**config.mk**
```make
export PLATFORM = sky130hd
export DESIGN_NAME = alu_sequencer
export DESIGN_NICKNAME = d
export VERILOG_FILES = /design/src/rtl/alu_pkg.sv /design/src/rtl/alu_sequencer.sv
export SDC_FILE = /design/constraint.sdc
export NUM_CORES = 1
export LEC_CHECK = 0
export BUFFER_PORTS_ARGS = -buffer_cell sky130_fd_sc_hd__buf_2
export CAP_MARGIN = 15
export CORE_ASPECT_RATIO = 0.75
export CORE_MARGIN = 2
export CORE_UTILIZATION = 45
export DETAILED_ROUTE_END_ITERATION = 8
export GPL_TIMING_DRIVEN = 1
export PLACE_DENSITY_LB_ADDON = 0.25
export SETUP_SLACK_MARGIN = 0.1
export SLEW_MARGIN = 0
export SYNTH_ARGS = -nofsm -noshare
export SYNTH_HDL_FRONTEND = slang
export SYNTH_SLANG_ARGS = --single-unit
```
**constraint.sdc**
```tcl
create_clock -name clock -period 2.5 [get_ports clock]
set_clock_uncertainty 0.1 [all_clocks]
set_input_delay 0.375 -clock clock [delete_from_list [all_inputs] [get_ports clock]]
set_output_delay 0.375 -clock clock [all_outputs]
set_load 0.02 [all_outputs]
```
**src/rtl/alu_pkg.sv**
```systemverilog
// Shared definitions for the ALU sequencer: function codes, FSM states and
// per-function execute latency.
package alu_pkg;

    localparam logic [5:0] FuncNone = 6'b000000;
    localparam logic [5:0] FuncAdd  = 6'b100000;
    localparam logic [5:0] FuncSub  = 6'b100010;
    localparam logic [5:0] FuncAnd  = 6'b100100;
    localparam logic [5:0] FuncOr   = 6'b100101;
    localparam logic [5:0] FuncNot  = 6'b100111;
    localparam logic [5:0] FuncBrfl = 6'b111111;
    localparam logic [5:0] FuncMul  = 6'b011000;
    localparam logic [5:0] FuncDiv  = 6'b011010;

    typedef enum logic [1:0] {
        StIdle,
        StExec,
        StResp
    } state_e;

    function automatic logic func_supported(input logic [5:0] func);
        case (func)
            FuncAdd, FuncSub, FuncAnd, FuncOr, FuncNot, FuncBrfl, FuncMul, FuncDiv: return 1'b1;
            default: return 1'b0;
        endcase
    endfunction

    function automatic logic func_sets_flags(input logic [5:0] func);
        case (func)
            FuncAdd, FuncSub, FuncMul, FuncDiv: return 1'b1;
            default: return 1'b0;
        endcase
    endfunction

    function automatic logic [3:0] func_latency(input logic [5:0] func,
                                                input logic [3:0] mul_cycles,
                                                input logic [3:0] div_cycles);
        case (func)
            FuncMul: return mul_cycles;
            FuncDiv: return div_cycles;
            default: return 4'd1;
        endcase
    endfunction

endpackage

```
**src/rtl/alu_sequencer.sv**
```systemverilog
// Sequences one operation at a time through an external multi-cycle ALU,
// holding operands stable for the function's latency and owning the flags register.
module alu_sequencer
    import alu_pkg::*;
#(
    parameter int unsigned MUL_CYCLES = 4,
    parameter int unsigned DIV_CYCLES = 8
) (
    input  logic        clock,
    input  logic        reset,
    input  logic        req_valid,
    output logic        req_ready,
    input  logic [31:0] req_op1,
    input  logic [31:0] req_op2,
    input  logic [5:0]  req_func,
    input  logic        req_flags_we,
    output logic [31:0] alu_op1,
    output logic [31:0] alu_op2,
    output logic [5:0]  alu_func,
    output logic [2:0]  alu_flags_in,
    input  logic [31:0] alu_result,
    input  logic [2:0]  alu_flags_out,
    output logic        rsp_valid,
    input  logic        rsp_ready,
    output logic [31:0] rsp_result,
    output logic        rsp_error,
    output logic [2:0]  flags
);

    state_e      state_q, state_d;
    logic [3:0]  cnt_q, cnt_d;
    logic [31:0] op1_q, op1_d, op2_q, op2_d;
    logic [5:0]  func_q, func_d;
    logic        flags_we_q, flags_we_d;
    logic        err_q, err_d;
    logic [31:0] result_q, result_d;
    logic        rsp_error_q, rsp_error_d;
    logic [2:0]  flags_q, flags_d;

    logic       req_err;
    logic [3:0] req_lat;

    // Divide-by-zero and unknown functions never reach the ALU; they complete in one cycle.
    assign req_err = !func_supported(req_func) || (req_func == FuncDiv && req_op2 == '0);
    assign req_lat = req_err ? 4'd1
                   : func_latency(req_func, 4'(MUL_CYCLES), 4'(DIV_CYCLES));

    always_comb begin
        state_d     = state_q;
        cnt_d       = cnt_q;
        op1_d       = op1_q;
        op2_d       = op2_q;
        func_d      = func_q;
        flags_we_d  = flags_we_q;
        err_d       = err_q;
        result_d    = result_q;
        rsp_error_d = rsp_error_q;
        flags_d     = flags_q;
        case (state_q)
            StIdle: begin
                if (req_valid) begin
                    op1_d      = req_op1;
                    op2_d      = req_op2;
                    func_d     = req_func;
                    flags_we_d = req_flags_we;
                    err_d      = req_err;
                    cnt_d      = req_lat - 4'd1;
                    state_d    = StExec;
                end
            end
            StExec: begin
                if (cnt_q == 4'd0) begin
                    state_d     = StResp;
                    rsp_error_d = err_q;
                    result_d    = err_q ? '0 : alu_result;
                    if (err_q) begin
                        if (func_q == FuncDiv && flags_we_q) begin
                            flags_d[0] = 1'b1;
                        end
                    end else if (flags_we_q && func_sets_flags(func_q)) begin
                        flags_d = alu_flags_out;
                    end
                end else begin
                    cnt_d = cnt_q - 4'd1;
                end
            end
            StResp: begin
                if (rsp_ready) begin
                    state_d = StIdle;
                end
            end
            default: state_d = StIdle;
        endcase
    end

    always_ff @(posedge clock) begin
        if (reset) begin
            state_q     <= StIdle;
            cnt_q       <= '0;
            op1_q       <= '0;
            op2_q       <= '0;
            func_q      <= FuncNone;
            flags_we_q  <= 1'b0;
            err_q       <= 1'b0;
            result_q    <= '0;
            rsp_error_q <= 1'b0;
            flags_q     <= '0;
        end else begin
            state_q     <= state_d;
            cnt_q       <= cnt_d;
            op1_q       <= op1_d;
            op2_q       <= op2_d;
            func_q      <= func_d;
            flags_we_q  <= flags_we_d;
            err_q       <= err_d;
            result_q    <= result_d;
            rsp_error_q <= rsp_error_d;
            flags_q     <= flags_d;
        end
    end

    assign req_ready    = (state_q == StIdle);
    assign rsp_valid    = (state_q == StResp);
    assign alu_op1      = op1_q;
    assign alu_op2      = op2_q;
    assign alu_func     = (state_q == StExec && !err_q) ? func_q : FuncNone;
    assign alu_flags_in = flags_q;
    assign rsp_result   = result_q;
    assign rsp_error    = rsp_error_q;
    assign flags        = flags_q;

endmodule

```
==> flow_summary.ini <==
[run_status]
run_status = finished, final reports clean

[detailed_routing]
drt-wirelength-per-cell_um = 13.96
post-route-drc-count = 0
drt_iter0_markers = 172
final_antenna_net_count = 0
dr.pass1.iters = 5
dr_wl_met2_mm = 5.985
met3WireLength_um = 832
vias_per_cell = 5.014
maxUsedRoutingLayer = met4
route.layer.met1.wl_mm = 5.048
finalWirelength_mm = 12.06
overall_via_count_from_detail_route = 4332

[logic_synthesis]
ys_dominant_reg_cell = sky130_fd_sc_hd__dfxtp_1
synth_cell_types = 43
post_synth_main_area_contributors = sky130_fd_sc_hd__dfxtp_1 (53%), sky130_fd_sc_hd__nand2_1 (13%), sky130_fd_sc_hd__a21oi_1 (9.2%), sky130_fd_sc_hd__a22oi_1 (4.9%), sky130_fd_sc_hd__nor2_1 (3.6%)
synth.net_count = 629
synth_edf_count = 0
ys_warn_count = 0
mappedNetlistArea_um2 = 4319
synth_top_area_cell = sky130_fd_sc_hd__dfxtp_1
synth.top_cell.area_share_pct = 52.84
ys_top_cells_by_count = sky130_fd_sc_hd__nand2_1 (146), sky130_fd_sc_hd__dfxtp_1 (114), sky130_fd_sc_hd__a21oi_1 (79), sky130_fd_sc_hd__nor2_1 (41), sky130_fd_sc_hd__a22oi_1 (28)
syn_inst = 518
postSynthAreaPerCell_um2 = 8.338
synth_most_common_cell = sky130_fd_sc_hd__nand2_1
yosysSeqAreaShare_pct = 52.84
ys_async_sr_fraction_pct = 0
ys_ff_latch = 114

[power_and_ir_drop]
design_power_total_mw = 5.562
power.switching_mw = 1.545
irDropWorstVdd_mv = 0.4825
clkPwrFrac_pct = 43.4
power.combinational.fraction_pct = 18.9
switching_share_pct = 27.78
power_report.internal_total_mw = 4.017
power.density_cell_area_nw_per_um2 = 916.3
power.sequential.fraction_pct = 37.7
static-leakage-power_nw = 2.828

[floorplan]
initial_core_util_pct = 46.97
std_cell_rows = 30
fp.coreArea_um2 = 9196
io_pins = 221
die_w_um = 117.1
fp.dieH_um = 88.85
dieArea_um2 = 10410

[worst_setup_path]
startpoint_class = input port
timing_worst_setup_path_type = input port to register
worst_setup_path_end_kind = register
crit_path_top_delay_cell = sky130_fd_sc_hd__nor3_1
reg2regPathDepth = 5
worst_ep_required_time_ps = 2710
worstPathArrival_ps = 2450
crit_path_cell_trace = buf_2, nor4b_1, nand4_1, nor3_1, o22ai_1, ha_1, o31ai_1, a31oi_1, a221oi_2
critical_path.max_stage_delay_ps = 460
worstPathMaxFanout = 3

[cts]
cts_hold_buffers = 0
numCtsBuffers = 17
clkSinkCount = 114
clkLatencyLatePin_ps = 400
root_buf_cell = sky130_fd_sc_hd__clkbuf_16
clk_pin_slew_worst_paths_ps = 50
cts.repair_timing.setup_buffer_count = 0
cts_tree = built
max-clock-path-buffers = 2
h-tree-depth = 4

[placed_design]
place_area_um2 = 5468
portBuffers = 220
gp_congestion = 0.8995
hpwlAfterDp_mm = 8.452

[grt]
via_count_of_the_first_global_routing_pass = 4102
grt.overflow.total = 0
grt_start_max_net_pins = 54
track_usage_pct = 23.42
antenna_found_initial = 0
grt_pass1_wl_mm = 18.75

[min_path]
min_path_cells = 3
hp-class = input port to register

[sta]
period_share_pct = 89.57
setup_viol_count_final = 0
final_count_of_pins_violating_max_slew = 0
rsz0062_at_grt = no
slew-limit-headroom_pct = 65.19
hold_viol = 0
tightest_slew_ps = 522.2
setup_tns_ps = 0
final.min_clock_period_ps = 2239
timing.fmax_mhz = 446.6

[cells_and_area]
sequential_standard_cell_area_um2 = 2282
areaGrowthSynthToFinish_pct = 40.53
area_of_the_multi_input_gates_um2 = 1839
stdcell_area_um2 = 6070
drive_gt1_share_pct = 36.55
finalCoreUtilization_pct = 66.00
fillerInstances = 756
antenna_cells = 0
num-nets-final = 836

[job]
max_cap_viol = 0
[flip-flops by register name, summed over array words and instances, names as in the netlist]
name / flops
err_q: 1
cnt_q: 4
rsp_result: 32
state_q: 2
func_q: 6
rsp_error: 1
alu_op2: 32
alu_op1: 32
flags_we_q: 1
alu_flags_in: 3
[layout by cell type, fill, tap and decap left out, types with 2 or more instances in the layout]
master | Yosys | final
sky130_fd_sc_hd__dfxtp_1 | 114 | 114
sky130_fd_sc_hd__a22oi_2 | 4 | 4
sky130_fd_sc_hd__or3b_2 | 1 | 2
sky130_fd_sc_hd__nand4_1 | 3 | 3
sky130_fd_sc_hd__o21ai_0 | 6 | 6
sky130_fd_sc_hd__and2_1 | 8 | 7
sky130_fd_sc_hd__nor4_1 | 6 | 6
sky130_fd_sc_hd__or3_1 | 3 | 3
sky130_fd_sc_hd__and3_1 | 3 | 3
sky130_fd_sc_hd__nand2b_1 | 2 | 2
sky130_fd_sc_hd__nor2b_1 | 4 | 4
sky130_fd_sc_hd__a21oi_1 | 79 | 79
sky130_fd_sc_hd__a31oi_1 | 2 | 2
sky130_fd_sc_hd__a22oi_1 | 28 | 28
sky130_fd_sc_hd__o31ai_1 | 2 | 2
sky130_fd_sc_hd__buf_12 | 0 | 2
sky130_fd_sc_hd__buf_2 | 8 | 219
sky130_fd_sc_hd__clkbuf_16 | 0 | 17
sky130_fd_sc_hd__clkbuf_1 | 25 | 2
sky130_fd_sc_hd__clkinv_2 | 0 | 2
sky130_fd_sc_hd__nand2_1 | 146 | 146
sky130_fd_sc_hd__buf_4 | 3 | 7
sky130_fd_sc_hd__nor3_1 | 3 | 3
sky130_fd_sc_hd__nand3_1 | 3 | 3
sky130_fd_sc_hd__nor2_1 | 41 | 40
sky130_fd_sc_hd__bufinv_16 | 0 | 2
sky130_fd_sc_hd__clkbuf_8 | 0 | 7
[layout make-up]
cell class / instances / share of cell area [%]
clock buffer: 26 / 8.720
clock inverter: 4 / 1.154
multi-input combinational: 364 / 30.30
sequential: 114 / 37.60
tap: 128 / 2.639
timing repair buffer: 228 / 19.58
[path summary, 6_finish.rpt]
kind,start,endpoint,slack [ps]
max,req_op2[31],cnt_q[2]$_SDFFE_PP0P_,260
min,req_op1[18],alu_op1[18]$_SDFFE_PP0P_,110
max reg2reg,state_q[0]$_SDFFE_PP0P_,err_q$_SDFFE_PP0P_,470
min reg2reg,alu_op2[13]$_SDFFE_PP0P_,alu_op2[13]$_SDFFE_PP0P_,350
[metrics by stage]
stage               std cells  worst slack [ps]  hold slack [ps]
floorplan                 518             544.4            344.7
global placement          834             114.4            338.2
detailed placement        834             20.37            343.3
CTS                       864             227.3            89.44
global route              864             117.7            102.6
finish                    864             260.9            109.8
[logic make-up after synthesis]
group,share of synthesized area (%)
flip-flops,52.84
AO/OA/AOI/OAI,18.40
adder cells (fa/ha/maj),0.2896
buffers and inverters,4.664
AND/OR/NAND/NOR,23.81
[per-layer routing]
layer / track usage [%] / up-vias
li1: - / 2177
met3: 7.808 / 16
met2: 38.94 / 154
met5: 0 / -
met1: 27.57 / 1985
met4: 11.02 / 0
[worst max-delay path, delay by kind of cell]
kind / cells / cell delay, ps
buffers and inverters: 1 / 120
and+or+nand+nor: 3 / 1090
adders and majority gates: 1 / 250
AOI/OAI and AO/OA: 4 / 620
[power groups by stage]
stage	sequential (mW)	combinational (mW)	clock, mW
final	2.10	1.05	2.41
after global routing	2.12	1.16	2.55
after CTS	2.09	1.06	2.45
after detailed placement	2.13	1.06	0
after global placement	2.12	1.03	0
after floorplan	2.30	0.517	0
[timing repair]
item	CTS	global route
setup endpoints to repair	0	6
endpoints found under the hold margin	0	0
gates resized for setup	0	1
No activity file was read; power rests on OpenSTA's default activity.
